[src/rtl/div_err_monitor.sv]
// div_err_monitor: recomputes exact 16/8 division to score an approximate divider.
// Define DIV_ERR_REM_CHECK_EN to also score the remainder and expose port red.
module div_err_monitor #(
   parameter int unsigned ACC_W = 24,
   parameter int unsigned CNT_W = 16
) (
   input  logic             clk,
   input  logic             rst_n,
   input  logic             clr,
   input  logic             in_valid,
   output logic             in_ready,
   input  logic [15:0]      x,
   input  logic [7:0]       y,
   input  logic [7:0]       q_apx,
   input  logic [7:0]       r_apx,
   output logic             res_valid,
   output logic [7:0]       q_exact,
   output logic [7:0]       r_exact,
   output logic [7:0]       ed,
`ifdef DIV_ERR_REM_CHECK_EN
   output logic [7:0]       red,
`endif
   output logic             err_flag,
   output logic             skip_flag,
   output logic [CNT_W-1:0] sample_cnt,
   output logic [CNT_W-1:0] err_cnt,
   output logic [ACC_W-1:0] sum_ed,
   output logic [7:0]       max_ed
);

   localparam int unsigned SUM_W  = ACC_W + 8;
   localparam int unsigned STEP_W = 3;

   typedef enum logic [1:0] {S_IDLE, S_CALC, S_DONE} state_t;

   state_t              state, state_nxt;
   logic [7:0]          x_lo, y_r, q_apx_r, rem;
   logic [6:0]          q_acc;
   logic [STEP_W-1:0]   step;
   logic                accept_c, range_bad_c;
   logic [8:0]          t_c;
   logic                ge_c, err_c;
   logic [7:0]          rem_nxt_c, q_nxt_c, ed_c;
   logic [SUM_W-1:0]    sum_w_c;
`ifdef DIV_ERR_REM_CHECK_EN
   logic [7:0]          r_apx_r, red_c;
`endif

   assign accept_c    = (state == S_IDLE) && in_valid;
   assign range_bad_c = (y == 8'd0) || (x[15:8] >= y);

   // Next-state logic
   always_comb begin
      state_nxt = state;
      case (state)
         S_IDLE:  if (in_valid) state_nxt = range_bad_c ? S_DONE : S_CALC;
         S_CALC:  if (step == STEP_W'(0)) state_nxt = S_DONE;
         S_DONE:  state_nxt = S_IDLE;
         default: state_nxt = S_IDLE;
      endcase
   end

   always_ff @(posedge clk or negedge rst_n) begin
      if (!rst_n) begin
         state     <= S_IDLE;
         in_ready  <= 1'b1;
         res_valid <= 1'b0;
      end else begin
         state     <= state_nxt;
         in_ready  <= (state_nxt == S_IDLE);
         res_valid <= (state_nxt == S_DONE);
      end
   end

   // One restoring-division step plus the error terms of its result
   always_comb begin
      t_c       = {rem, x_lo[step]};
      ge_c      = (t_c >= {1'b0, y_r});
      rem_nxt_c = ge_c ? 8'(t_c - {1'b0, y_r}) : t_c[7:0];
      q_nxt_c   = {q_acc, ge_c};
      ed_c      = (q_nxt_c >= q_apx_r) ? (q_nxt_c - q_apx_r) : (q_apx_r - q_nxt_c);
      err_c     = (q_nxt_c != q_apx_r);
`ifdef DIV_ERR_REM_CHECK_EN
      red_c     = (rem_nxt_c >= r_apx_r) ? (rem_nxt_c - r_apx_r) : (r_apx_r - rem_nxt_c);
      err_c     = err_c | (rem_nxt_c != r_apx_r);
`endif
   end

   always_ff @(posedge clk or negedge rst_n) begin
      if (!rst_n) begin
         x_lo      <= '0;
         y_r       <= '0;
         q_apx_r   <= '0;
         rem       <= '0;
         q_acc     <= '0;
         step      <= '0;
         q_exact   <= '0;
         r_exact   <= '0;
         ed        <= '0;
         err_flag  <= 1'b0;
         skip_flag <= 1'b0;
`ifdef DIV_ERR_REM_CHECK_EN
         r_apx_r   <= '0;
         red       <= '0;
`endif
      end else if (accept_c) begin
         x_lo    <= x[7:0];
         y_r     <= y;
         q_apx_r <= q_apx;
         rem     <= x[15:8];
         q_acc   <= '0;
         step    <= STEP_W'(7);
`ifdef DIV_ERR_REM_CHECK_EN
         r_apx_r <= r_apx;
`endif
         if (range_bad_c) begin
            q_exact   <= '0;
            r_exact   <= '0;
            ed        <= '0;
            err_flag  <= 1'b0;
            skip_flag <= 1'b1;
`ifdef DIV_ERR_REM_CHECK_EN
            red       <= '0;
`endif
         end
      end else if (state == S_CALC) begin
         rem   <= rem_nxt_c;
         q_acc <= q_nxt_c[6:0];
         step  <= step - STEP_W'(1);
         if (step == STEP_W'(0)) begin
            q_exact   <= q_nxt_c;
            r_exact   <= rem_nxt_c;
            ed        <= ed_c;
            err_flag  <= err_c;
            skip_flag <= 1'b0;
`ifdef DIV_ERR_REM_CHECK_EN
            red       <= red_c;
`endif
         end
      end
   end

   assign sum_w_c = SUM_W'(sum_ed) + SUM_W'(ed);

   // Saturating run statistics; clr has priority over a coincident update
   always_ff @(posedge clk or negedge rst_n) begin
      if (!rst_n) begin
         sample_cnt <= '0;
         err_cnt    <= '0;
         sum_ed     <= '0;
         max_ed     <= '0;
      end else if (clr) begin
         sample_cnt <= '0;
         err_cnt    <= '0;
         sum_ed     <= '0;
         max_ed     <= '0;
      end else if ((state == S_DONE) && !skip_flag) begin
         if (sample_cnt != '1) sample_cnt <= sample_cnt + CNT_W'(1);
         if (err_flag && (err_cnt != '1)) err_cnt <= err_cnt + CNT_W'(1);
         sum_ed <= (|sum_w_c[SUM_W-1:ACC_W]) ? '1 : sum_w_c[ACC_W-1:0];
         if (ed > max_ed) max_ed <= ed;
      end
   end

endmodule

[config.mk]
export PLATFORM = sky130hd
export DESIGN_NAME = div_err_monitor
export DESIGN_NICKNAME = d
export VERILOG_FILES = /design/src/rtl/div_err_monitor.sv
export SDC_FILE = /design/constraint.sdc
export NUM_CORES = 1
export LEC_CHECK = 0
export ABC_AREA = 1
export CAP_MARGIN = 40
export CELL_PAD_IN_SITES_DETAIL_PLACEMENT = 0
export CELL_PAD_IN_SITES_GLOBAL_PLACEMENT = 2
export CORE_MARGIN = 3
export CORE_UTILIZATION = 31
export DETAILED_ROUTE_END_ITERATION = 8
export MAX_ROUTING_LAYER = met4
export PLACE_DENSITY_LB_ADDON = 0.1
export SETUP_SLACK_MARGIN = 0.15
export SKIP_LAST_GASP = 1
export SYNTH_ARGS = -nofsm -noshare
export SYNTH_HDL_FRONTEND = slang
export SYNTH_SLANG_ARGS = --single-unit
[constraint.sdc]
create_clock -name clk -period 4.3 [get_ports clk]
set_clock_uncertainty 0.1 [all_clocks]
set_input_delay 0.86 -clock clk [delete_from_list [all_inputs] [get_ports clk]]
set_output_delay 0.86 -clock clk [all_outputs]
set_load 0.03 [all_outputs]
After elaboration in Yosys (flattened, before gate mapping)
Index checks and enable logic that the tools add are counted.
- flip-flop bits (word level): 136
- input port bits: 44
- word-level logic and storage cells: 101
- output and inout port bits: 92
- $lt $le $gt $ge: 5
- multiplexer cells: 44
- equality and inequality tests: 7
- $add $sub $neg: 7
- reductions and logical operators: 20
- operator list (cell ; count):
    $mux 8 ; 17
    $mux 16 ; 6
    $mux 24 ; 3
    $add 16x1->16 const B ; 2
    $ne 16x16->1 const B ; 2
    $add 24x8->25 ; 1
    $sub 8x8->8 ; 3
    $ge 8x8->1 ; 2
    $mux 7 ; 2
    $reduce_bool 2->1 ; 6
    $ge 9x8->1 ; 1
    $mux 1 ; 9
    $gt 8x8->1 ; 1
    $logic_not 8->1 ; 1
    $ne 8x8->1 ; 1
    $reduce_or 8->1 ; 1
    $mux 2 ; 3
    $mux 3 ; 2
    $reduce_and 2->1 ; 3
    $eq 2x2->1 const B ; 2
    $logic_not 2->1 ; 2
    $lt 3x4->1 const B ; 1
    $pmux 2 s2 ; 1
    $bmux 1 s3 ; 1
    other kinds (8) ; 10

Longest topological paths before layout
Gate-level depths: netlist of run 1.
- word-level depth: 8
- depth in mapped cells: 27
- depth with buffers taken out: 25

Worst setup path after synthesis of run 1
No wires, ideal clock.
- kind: register -> register
- start point: reg step[0]
- end point: reg ed[5]
- path buffers: 1
- library setup time: 0.118 ns
- cell stages (with the launch flop): 24
- arrival: 2.847 ns
- data required time: 4.082 ns
- slack: 1.236 ns
- path through: dfrtp_1 clkbuf_1 inv_1 nand2_1 nand3_1 nand3_1 nand2_1 ha_1 nand2_1 nor2_1 nand3_1 nand2_1 a21oi_1 ha_1 inv_1 fa_1 nand2_1 nand2_1 nand2_1 nand3_2 inv_1 nand2_1 nand3_1 nand2_1
- cells in the longest elaborated chain, start to end: 8
- RTL lines (what ; RTL line ; RTL):
    from (decl) ; 39 ; logic [STEP_W-1:0] step;
    from (signal assigned) ; 129 ; step <= step - STEP_W'(1);
    $bmux 1 s3 ; 77 ; t_c = {rem, x_lo[step]};
    $mux 1 (not written as such) ; 77 ;
    $ge 9x8->1 ; 78 ; ge_c = (t_c >= {1'b0, y_r});
    $sub 8x8->8 / $ge 8x8->1 (equally long branches) ; 81 ; ed_c = (q_nxt_c >= q_apx_r) ? (q_nxt_c - q_apx_r) : (q_apx_r - q_nxt_c);
    $mux 8 ; 81 ;
    $mux 8 ; 130 ; if (step == STEP_W'(0)) begin
    $mux 8 ; 126 ; end else if (state == S_CALC) begin
    $mux 8 ; 106 ; end else if (accept_c) begin
    to (signal assigned) ; 99 ; ed <= '0;
    to (signal assigned) ; 119 ; ed <= '0;
    to (signal assigned) ; 133 ; ed <= ed_c;
    to (decl) ; 19 ; output logic [7:0] ed,
Several ways; a longest one is shown, not always the timed one. The select of a mux whose other input is x is not followed.
A chain may end at the register's enable or synchronous reset.

Worst setup path in the final report of run 1
Ends and elaborated chain as after synthesis.

==> results of run 1 <==
[layout make-up]
cell class	count	area (um^2)
repair buffers	137	1348
clock buffers	19	442.9
well taps	378	473.0
flip-flops and latches	136	3405
inverters	161	604.3
fillers	2993	16860
clock inverters	11	175.2
multi-input cells	914	4701
[Yosys cell counts, drive strengths merged, types with 4 or more instances]
cell type	n	area, um^2
nor3	13	80.08
dfrtp	135	3378
buf	6	57.55
xnor2	5	43.79
nand4	21	137.6
nand2	404	1541
fa	4	80.08
nor2	92	372.9
o21ai	96	495.5
inv	161	604.3
o22ai	7	43.79
clkbuf	25	93.84
ha	51	638.1
xor2	20	175.2
or2	5	31.28
a21oi	41	205.2
o31ai	4	30.03
nand3b	11	82.58
nand3	128	655.6
[stage by stage]
stage,instance area [um^2],instances,total power (W)
4_1_cts,11150,1756,0.006722
6_report,11150,1756,0.006618
3_5_place_dp,10530,1726,0.005091
2_1_floorplan,8861,1242,0.004129
5_1_grt,11150,1756,0.007276
3_3_place_gp,10530,1726,0.005088
[power by group through the flow]
stage | Clock (W) | Combinational (W) | Sequential (W)
floorplan | 0 | 0.00218 | 0.00195
global placement | 0 | 0.00326 | 0.00183
detailed placement | 0 | 0.00325 | 0.00184
CTS | 0.00164 | 0.00327 | 0.00182
global route | 0.00170 | 0.00372 | 0.00186
finish | 0.00159 | 0.00321 | 0.00181
[kinds of logic (layout without fill, tap and decap cells)]
family	Yosys count	count (layout)
compound gates	156	156
xor+xnor	25	25
fa+ha+maj	55	55
buf+inv	192	328
simple gates	678	678
flops	136	136
[layer usage]
layer  GRT usage (%)  wire length, um  vias to the layer above
li1                -                -                     4244
met1           23.52            12720                     3712
met2           30.65            12800                      134
met3           2.412              739                       20
met4           3.657              182                        0
met5               -                0                        -
[registers in the layout, summed over array words and instances, names as in the netlist]
name,cells
step,3
in_ready,1
err_flag,1
sample_cnt,16
skip_flag,1
q_exact,8
sum_ed,24
max_ed,8
q_acc,7
x_lo,8
err_cnt,16
rem,8
y_r,8
ed,8
res_valid,1
q_apx_r,8
r_exact,8
state,2
[critical path: stages (launching register included)]
cell and delay (ns):
dfrtp_1 0.45, inv_1 0.17, nand2_1 0.07, nand3_1 0.07, nand3_1 0.07, nand2_1 0.13
ha_1 0.17, inv_1 0.06, nand2_1 0.05, nand2_1 0.08, nand3_1 0.09, nand2_1 0.10
a21oi_1 0.27, ha_1 0.22, inv_1 0.05, fa_1 0.41, nand2_1 0.12, nand2_1 0.08
nand2_1 0.08, nand3_2 0.19, inv_1 0.20, nand2_1 0.07, nand3_1 0.08, nand2_1 0.05
[worst min path at each step]
stage / endpoint / slack [ns] / cells after the start
after floorplan: x_lo[4] / 0.35 / 2
after global placement: y_r[3] / 0.37 / 2
after detailed placement: y_r[2] / 0.38 / 2
after CTS: y_r[2] / 0.39 / 2
after global routing: x_lo[4] / 0.41 / 2
final: sum_ed[22] / 0.36 / 1
==> results.md, run 1 <==
Layout:
- The library cell used most frequently in the layout, excluding fill and tap cells, is nand2_1.
- Cells with a size suffix above 1 make up 5.080% of the layout.
- After the last flow step, the layout net total stands at 1466.
- Measured on the finished design, the core utilization comes to 39.80%.
- Leaving out fill and tap cells, the most frequent cells in the layout are 398 x nand2_1, 157 x inv_1, 135 x dfrtp_1.
- The diode insertion count for antenna repair is 0.
- The area growth from synthesis to final layout is 25.81%.

Pwr:
- The clock network is responsible for 24.1% of the overall power.
- The share of total power dissipated in combinational logic is 48.5%.
- The internal power contribution is 0.003738 W.
- The reported net switching power is 0.002879 W.
- The cell leakage power is 5.402 nW.
- The switching fraction of total power is 43.51%.
- The share of total power dissipated in sequential elements is 27.4%.
- The power density normalized to cell area is 593.6 mW/mm^2.
- The largest vdd supply drop is 0.0002998 V.

Floorplan:
- Measured along the x axis, the die boundary spans 175.1 um.
- Once the floorplan was initialized, standard cells occupied 31.63% of the core.
- The y dimension of the die is 175.1 um.
- The floorplan has 61 rows.
- The core region is 0.02801 mm^2.
- The top-level I/O count is 136.
- The floorplan step defined a die boundary enclosing 0.03065 mm^2.

Synth:
- The area of the mapped netlist is 0.008861 mm^2.
- In the synthesized netlist the dominant register cell turns out to be dfrtp_1.
- The synthesized-area fraction occupied by ao, oa, aoi and oai cells is 9.432%.
- Counting flops with an async set or reset pin after synthesis yields a share of 100.0%.
- The cell count after synthesis is 1242.
- The fraction of the yosys area taken by sequential cells is 38.42%.
- In the synthesized netlist, mux cells make up 0% of the area.
- The number of synthesized flops with an enable pin is 0.
- The adder-cell share of the synthesized area is 8.105%.
- The per-instance average area after synthesis is 7.134 um^2.
- The number of warnings reported in the yosys synthesis log is 0.
- After Yosys synthesis, XOR and XNOR cells account for 2.471% of the synthesized area.
- Summing the areas of all and, or, nand and nor instances in the mapped netlist gives 33.04% of the synthesized area.
- After synthesis the netlist holds a flip-flop and latch count of 136.
- The number of library cell types mapped by synthesis is 42.
- The combinational family with the most area after synthesis is simple AND/OR/NAND/NOR gates.
- The number of nets handed over by synthesis was 1341.

Global routing:
- The number of antenna violations at the first check in global routing is 0.
- The number of global-route vias before repair is 8168.
- After global routing the overflow that remains totals 0.
- The combined global-route utilization of all metal layers is 18.17%.
- The largest net degree at the start of global routing is 76.
- The first global-routing pass estimated 43.67 mm of wire.

Clocking:
- The later pin in the worst-skew pair is clocked with a latency of 0.43 ns.
- In this run, post-CTS hold repair placed 0 buffers.
- The count of cells resized by post-cts repair is 0.
- No sink is reached through more buffers than the 2 on the longest clock path.
- The number of setup buffers added after CTS is 0.
- Clock-pin slew was measured on the worst setup and hold paths at 0.07 ns.
- The clock root buffer master is clkbuf_16.
- The total number of H-tree levels is 4.
- CTS saw 136 sinks.
- TritonCTS built the clock tree.
- Clock tree synthesis inserted a total of 17 buffers.

Setup path:
- In this run the critical register-to-register path is launched from step[0].
- The cell depth of the worst flop-to-flop path is 23.
- The startpoint type of the worst setup path is a flop.
- The maximum fanout count along the critical path is 10.
- In this run the critical register-to-register path is captured at ed[5].
- The arrival time at the worst endpoint is 3.73 ns.
- The classification of the worst setup path is reg2reg.
- The data required time at the worst endpoint is 4.51 ns.
- In this run the worst setup path begins at step[0].
- The end of the critical path is ed[5].
- The type of element capturing the critical path is a flop.
- The worst-case register-to-register setup slack is 0.78 ns.

Timing:
- The maximum operating frequency is 0.2841 GHz.
- Setup violations remaining at the end of the flow were counted as 0.
- The worst pin sits at a relative slew slack of 49.49%.
- The number of endpoints with negative hold slack in the final report is 0.
- The sum of negative setup slack is 0 ns.
- The final max-slew violation count was 0.
- The worst-case hold slack is 0.3608 ns.
- The share of the clock period used by the worst path after layout is 81.84%.
- Counting I/O delays and the setup requirement, the final critical path takes 3.519 ns.
- Once routing completed, OpenROAD measured the worst setup slack at 0.7807 ns.
- Setup repair after global routing left no endpoint under its margin.
- For the pin with the worst max-slew slack, the measured transition is 0.7576 ns.

Min path:
- The worst hold-check path type is in2async.

Route:
- The number of nets with antenna violations after routing is 0.
- The number of DRC markers in iteration 0 is 419.
- After detailed routing, the number of vias per cell comes to 4.618.
- The detailed-route wire length is 26.44 mm.
- The average wire per standard cell is 15.06 um.
- The detailed-route via count is 8110.
- After detailed routing, the number of remaining DRC violations is 0.
- For this run, the detailed router's first-pass iteration total came to 5.

Place:
- The routability-driven placement congestion ratio is 0.8418.
- Summed over all nets, the half-perimeter wirelength after detailed placement is 19.93 mm.
- The quantity of I/O buffers inserted on ports is 127.
- At the placement stage, the worst setup path has a slack of 0.7000 ns.

Run status:
- The flow ran to the end, and the final reports show no timing, DRC or antenna violations.

Run:
- Across the run, the number of max-cap violations was 0.
(Power assumes the default switching activity.)
==> inputs of run 2 (changes only) <==
- CORE_UTILIZATION: 31 -> 28
- clock period: 4.3 -> 3.17 ns (I/O delays scaled with it)
==> run 2 against run 1 <==
- via count increased by 1.3%
- non-clock buffer count increased by 25
- first-iteration DRC count increased by 2.1%
- maximum frequency increased by 20%
- largest power group unchanged
- design area increased by 3.5%
==> results.md, run 2 (synthesized netlist as in run 1, its figures left out) <==
Run status:
- The run finished with clean final reports.

Setup path:
- The type of element capturing the critical path is a flop.
- The data required time at the worst endpoint came to 3.43 ns (-1.08 ns).
- STA classifies the critical path startpoint as a flop.
- The arrival time at the worst endpoint is 3.19 ns (-0.54 ns).
- The classification of the worst setup path is reg2reg.
- The maximum fanout count along the critical path is 7 (-3).

Clocking:
- In this run the clock root is driven by a clkbuf_16.
- The total number of H-tree levels is 4 (unchanged).
- The number of sinks on the clock net is 136 (unchanged).
- The count of hold-fix buffers inserted at cts is 0 (unchanged).
- The maximum clock insertion buffer count is 2 (unchanged).
- The clock tree from TritonCTS is done.
- The total CTS buffers is 17 (unchanged).
- The clock-pin slew reported for the worst setup and hold paths after clock tree synthesis was 0.07 ns (about the same).
- The clock insertion delay at the later pin of the skew report is 0.43 ns (about the same).

Timing:
- The total setup violations reported at the end of the flow is 0 (unchanged).
- The final max-slew violation count is 0 (unchanged).
- The slew at the pin closest to its max-slew limit was 0.6353 ns (-0.1223 ns).
- The maximum operating frequency is 0.3416 GHz (+20%).
- The share of the clock period used by the worst path after layout is 92.36% (+11 points).
- The worst-case hold slack was 0.06863 ns (-0.2922 ns).
- Setup repair after global routing could not meet its margin everywhere.
- The headroom to the max-slew limit is 57.60% (+8.1 points).
- The sum of negative setup slack is 0 ns (unchanged).
- The number of endpoints with negative hold slack in the final report is 0 (unchanged).
- The time the worst path needs with I/O delays and setup is 2.928 ns (-0.5915 ns).

Global routing:
- The number of global-route vias before repair came to 8277 (+1.3%).
- The combined global-route utilization of all metal layers is 17.10% (-1.1 points).
- The largest net degree at the start of global routing is 58 (-24%).
- The aggregate global routing overflow is 0 (unchanged).
- The number of antenna violations at the first check in global routing is 0 (unchanged).
- The wire length of the first global-routing pass came to 44.75 mm (+2.5%).

Route:
- The average wire per standard cell is 15.17 um (+0.74%).
- The detailed-route via count is 8213 (+1.3%).
- The number of nets with antenna violations after routing is 0 (unchanged).
- The number of DRC markers in iteration 0 is 428 (+2.1%).
- The number of detailed-routing iterations run before antenna repair was 5 (unchanged).
- The detailed-route wire length is 27.32 mm (+3.3%).
- The via-per-instance ratio is 4.560 (-1.3%).
- The number of remaining DRC errors is 0 (unchanged).

Floorplan:
- The die outline width was 183.9 um (+5.0%).
- The top-level I/O count is 136 (unchanged).
- The initial core utilization came to 28.67% (-3.0 points).
- The area enclosed by the die boundary was 0.03382 mm^2 (+10%).
- The placement row count was 64 (+4.9%).
- The y dimension of the die is 183.9 um (+5.0%).
- The core footprint is 0.03091 mm^2 (+10%).

Place:
- The quantity of I/O buffers inserted on ports was 127 (unchanged).
- The post-detailed-placement half-perimeter wirelength came to 20.84 mm (+4.6%).
- The routability-driven placement congestion ratio is 0.8022 (-4.7%).
- The cell area after placement was 0.01072 mm^2 (+1.8%).
- The placed instance count came to 1765 (+2.3%).

Layout:
- The area of all placed cells without fillers is 0.01153 mm^2 (+3.5%).
- The count of non-filler cells in the finished layout is 1801 (+2.6%).
- The proportion of layout cells with a drive suffix above 1 was 9.466% (+4.4 points).
- The diode insertion count for antenna repair was 0 (unchanged).
- In the final layout, the registers with the most flip-flops are sum_ed (24), err_cnt (16), sample_cnt (16).
- The sequential standard cell area is 0.003406 mm^2 (about the same).
- The library cell used most frequently in the layout, excluding fill and tap cells, is nand2_1.
- The count of filler cells inserted in the layout was 3338 (+12%).
- The area growth from synthesis to final layout is 30.17%.
- The most flop-heavy register is sum_ed.
- In the layout the commonest cells are 383 x nand2_1, 152 x inv_1, 134 x dfrtp_1.
- The multi-input logic area is 0.004850 mm^2 (+3.2%).
- The number of flip-flops under the largest register name came to 24 (unchanged).
- The final net count is 1491 (+1.7%).

Pwr:
- The cell leakage power is 5.547 nW (+2.7%).
- The internal power contribution was 0.005427 W (+45%).
- The largest vdd supply drop came to 0.0004015 V (+34%).
- The sequential share of power is 25.6% (-1.8 points).
- The power density normalized to cell area is 834.2 mW/mm^2 (+41%).
- The reported net switching power was 0.004195 W (+46%).
- The switching fraction of total power was 43.60% (+0.088 points).
- The clock power share is 22.2% (-1.9 points).
- The relative contribution of combinational cells to total power is 52.2% (+3.7 points).
- The overall power consumption was 0.009622 W (+45%).

Min path:
- The worst hold-check path type is in2async.

Run:
- The max capacitance violation total is 0 (unchanged).
-- run 2: cell type report --
cell class | instances | share of cell area, %
Inverter | 161 | 5.283
Multi-Input combinational cell | 914 | 42.04
Sequential cell | 136 | 29.53
Tap cell | 396 | 4.295
Clock inverter | 12 | 1.410
Timing Repair Buffer | 162 | 13.48
Clock buffer | 20 | 3.959
-- run 2: path summary, 6_finish.rpt --
| path | start | endpoint | slack, ns | cells after the start |
|---|---|---|---|---|
| max reg2reg | step[0] | ed[6] | 0.24 | 22 |
| min in group clk | y_r[7] | y_r[7] | 0.39 | 2 |
| min | rst_n | sum_ed[23] | 0.07 | 1 |
| min reg2reg | y_r[7] | y_r[7] | 0.39 | 2 |
| max | step[0] | ed[6] | 0.24 | 22 |
| max in group asynchronous | rst_n | q_apx_r[3] | 2.11 | 2 |
-- run 2: repair_timing --
item	4_1_cts	5_1_grt
setup endpoints to repair	7	7
cloned	0	0
buffers inserted	1	3
pin swaps	4	23
gates resized for setup	15	31
-- run 2: through the flow --
stage / utilization (%) / setup slack [ns]
global route: 37.32 / 0.002678
finish: 37.32 / 0.2422
floorplan: - / 0.1811
detailed placement: 34.69 / -0.1523
global placement: 34.69 / -0.07806
CTS: 36.85 / 0.1502
-- run 2: critical path, cell delays in order, from the launching register on --
cell and delay [ns]:
dfrtp_2 0.46, inv_2 0.10, nand2_1 0.05, nand3_1 0.08, nand3_2 0.10, nand2_4 0.09, ha_4 0.21, nand2_2 0.06
nor2_2 0.04, nand3_1 0.08, nand2_2 0.08, a21oi_4 0.15, ha_4 0.15, inv_2 0.04, fa_2 0.36, nand2_2 0.09
nand2_2 0.06, nand2_2 0.08, nand3_4 0.11, buf_6 0.17, nand2_2 0.06, nand3_2 0.06, nand2_1 0.07
-- run 2: per-layer routing --
layer	vias to the layer above	wire length (um)	track usage [%]	share of wire, %
met5	-	0	-	0
met3	12	725	2.454	2.7
met4	0	227	3.477	0.83
met2	130	13180	28.12	48
li1	4288	-	-	-
met1	3783	13190	22.59	48
-- run 2: power by group through the flow --
stage / combinational (W) / clock [W] / sequential [W]
final: 0.00502 / 0.00214 / 0.00246
after global placement: 0.00473 / 0 / 0.00248
after CTS: 0.00483 / 0.00221 / 0.00246
after global routing: 0.00579 / 0.00228 / 0.00251
after detailed placement: 0.00470 / 0 / 0.00248
after floorplan: 0.00295 / 0 / 0.00265
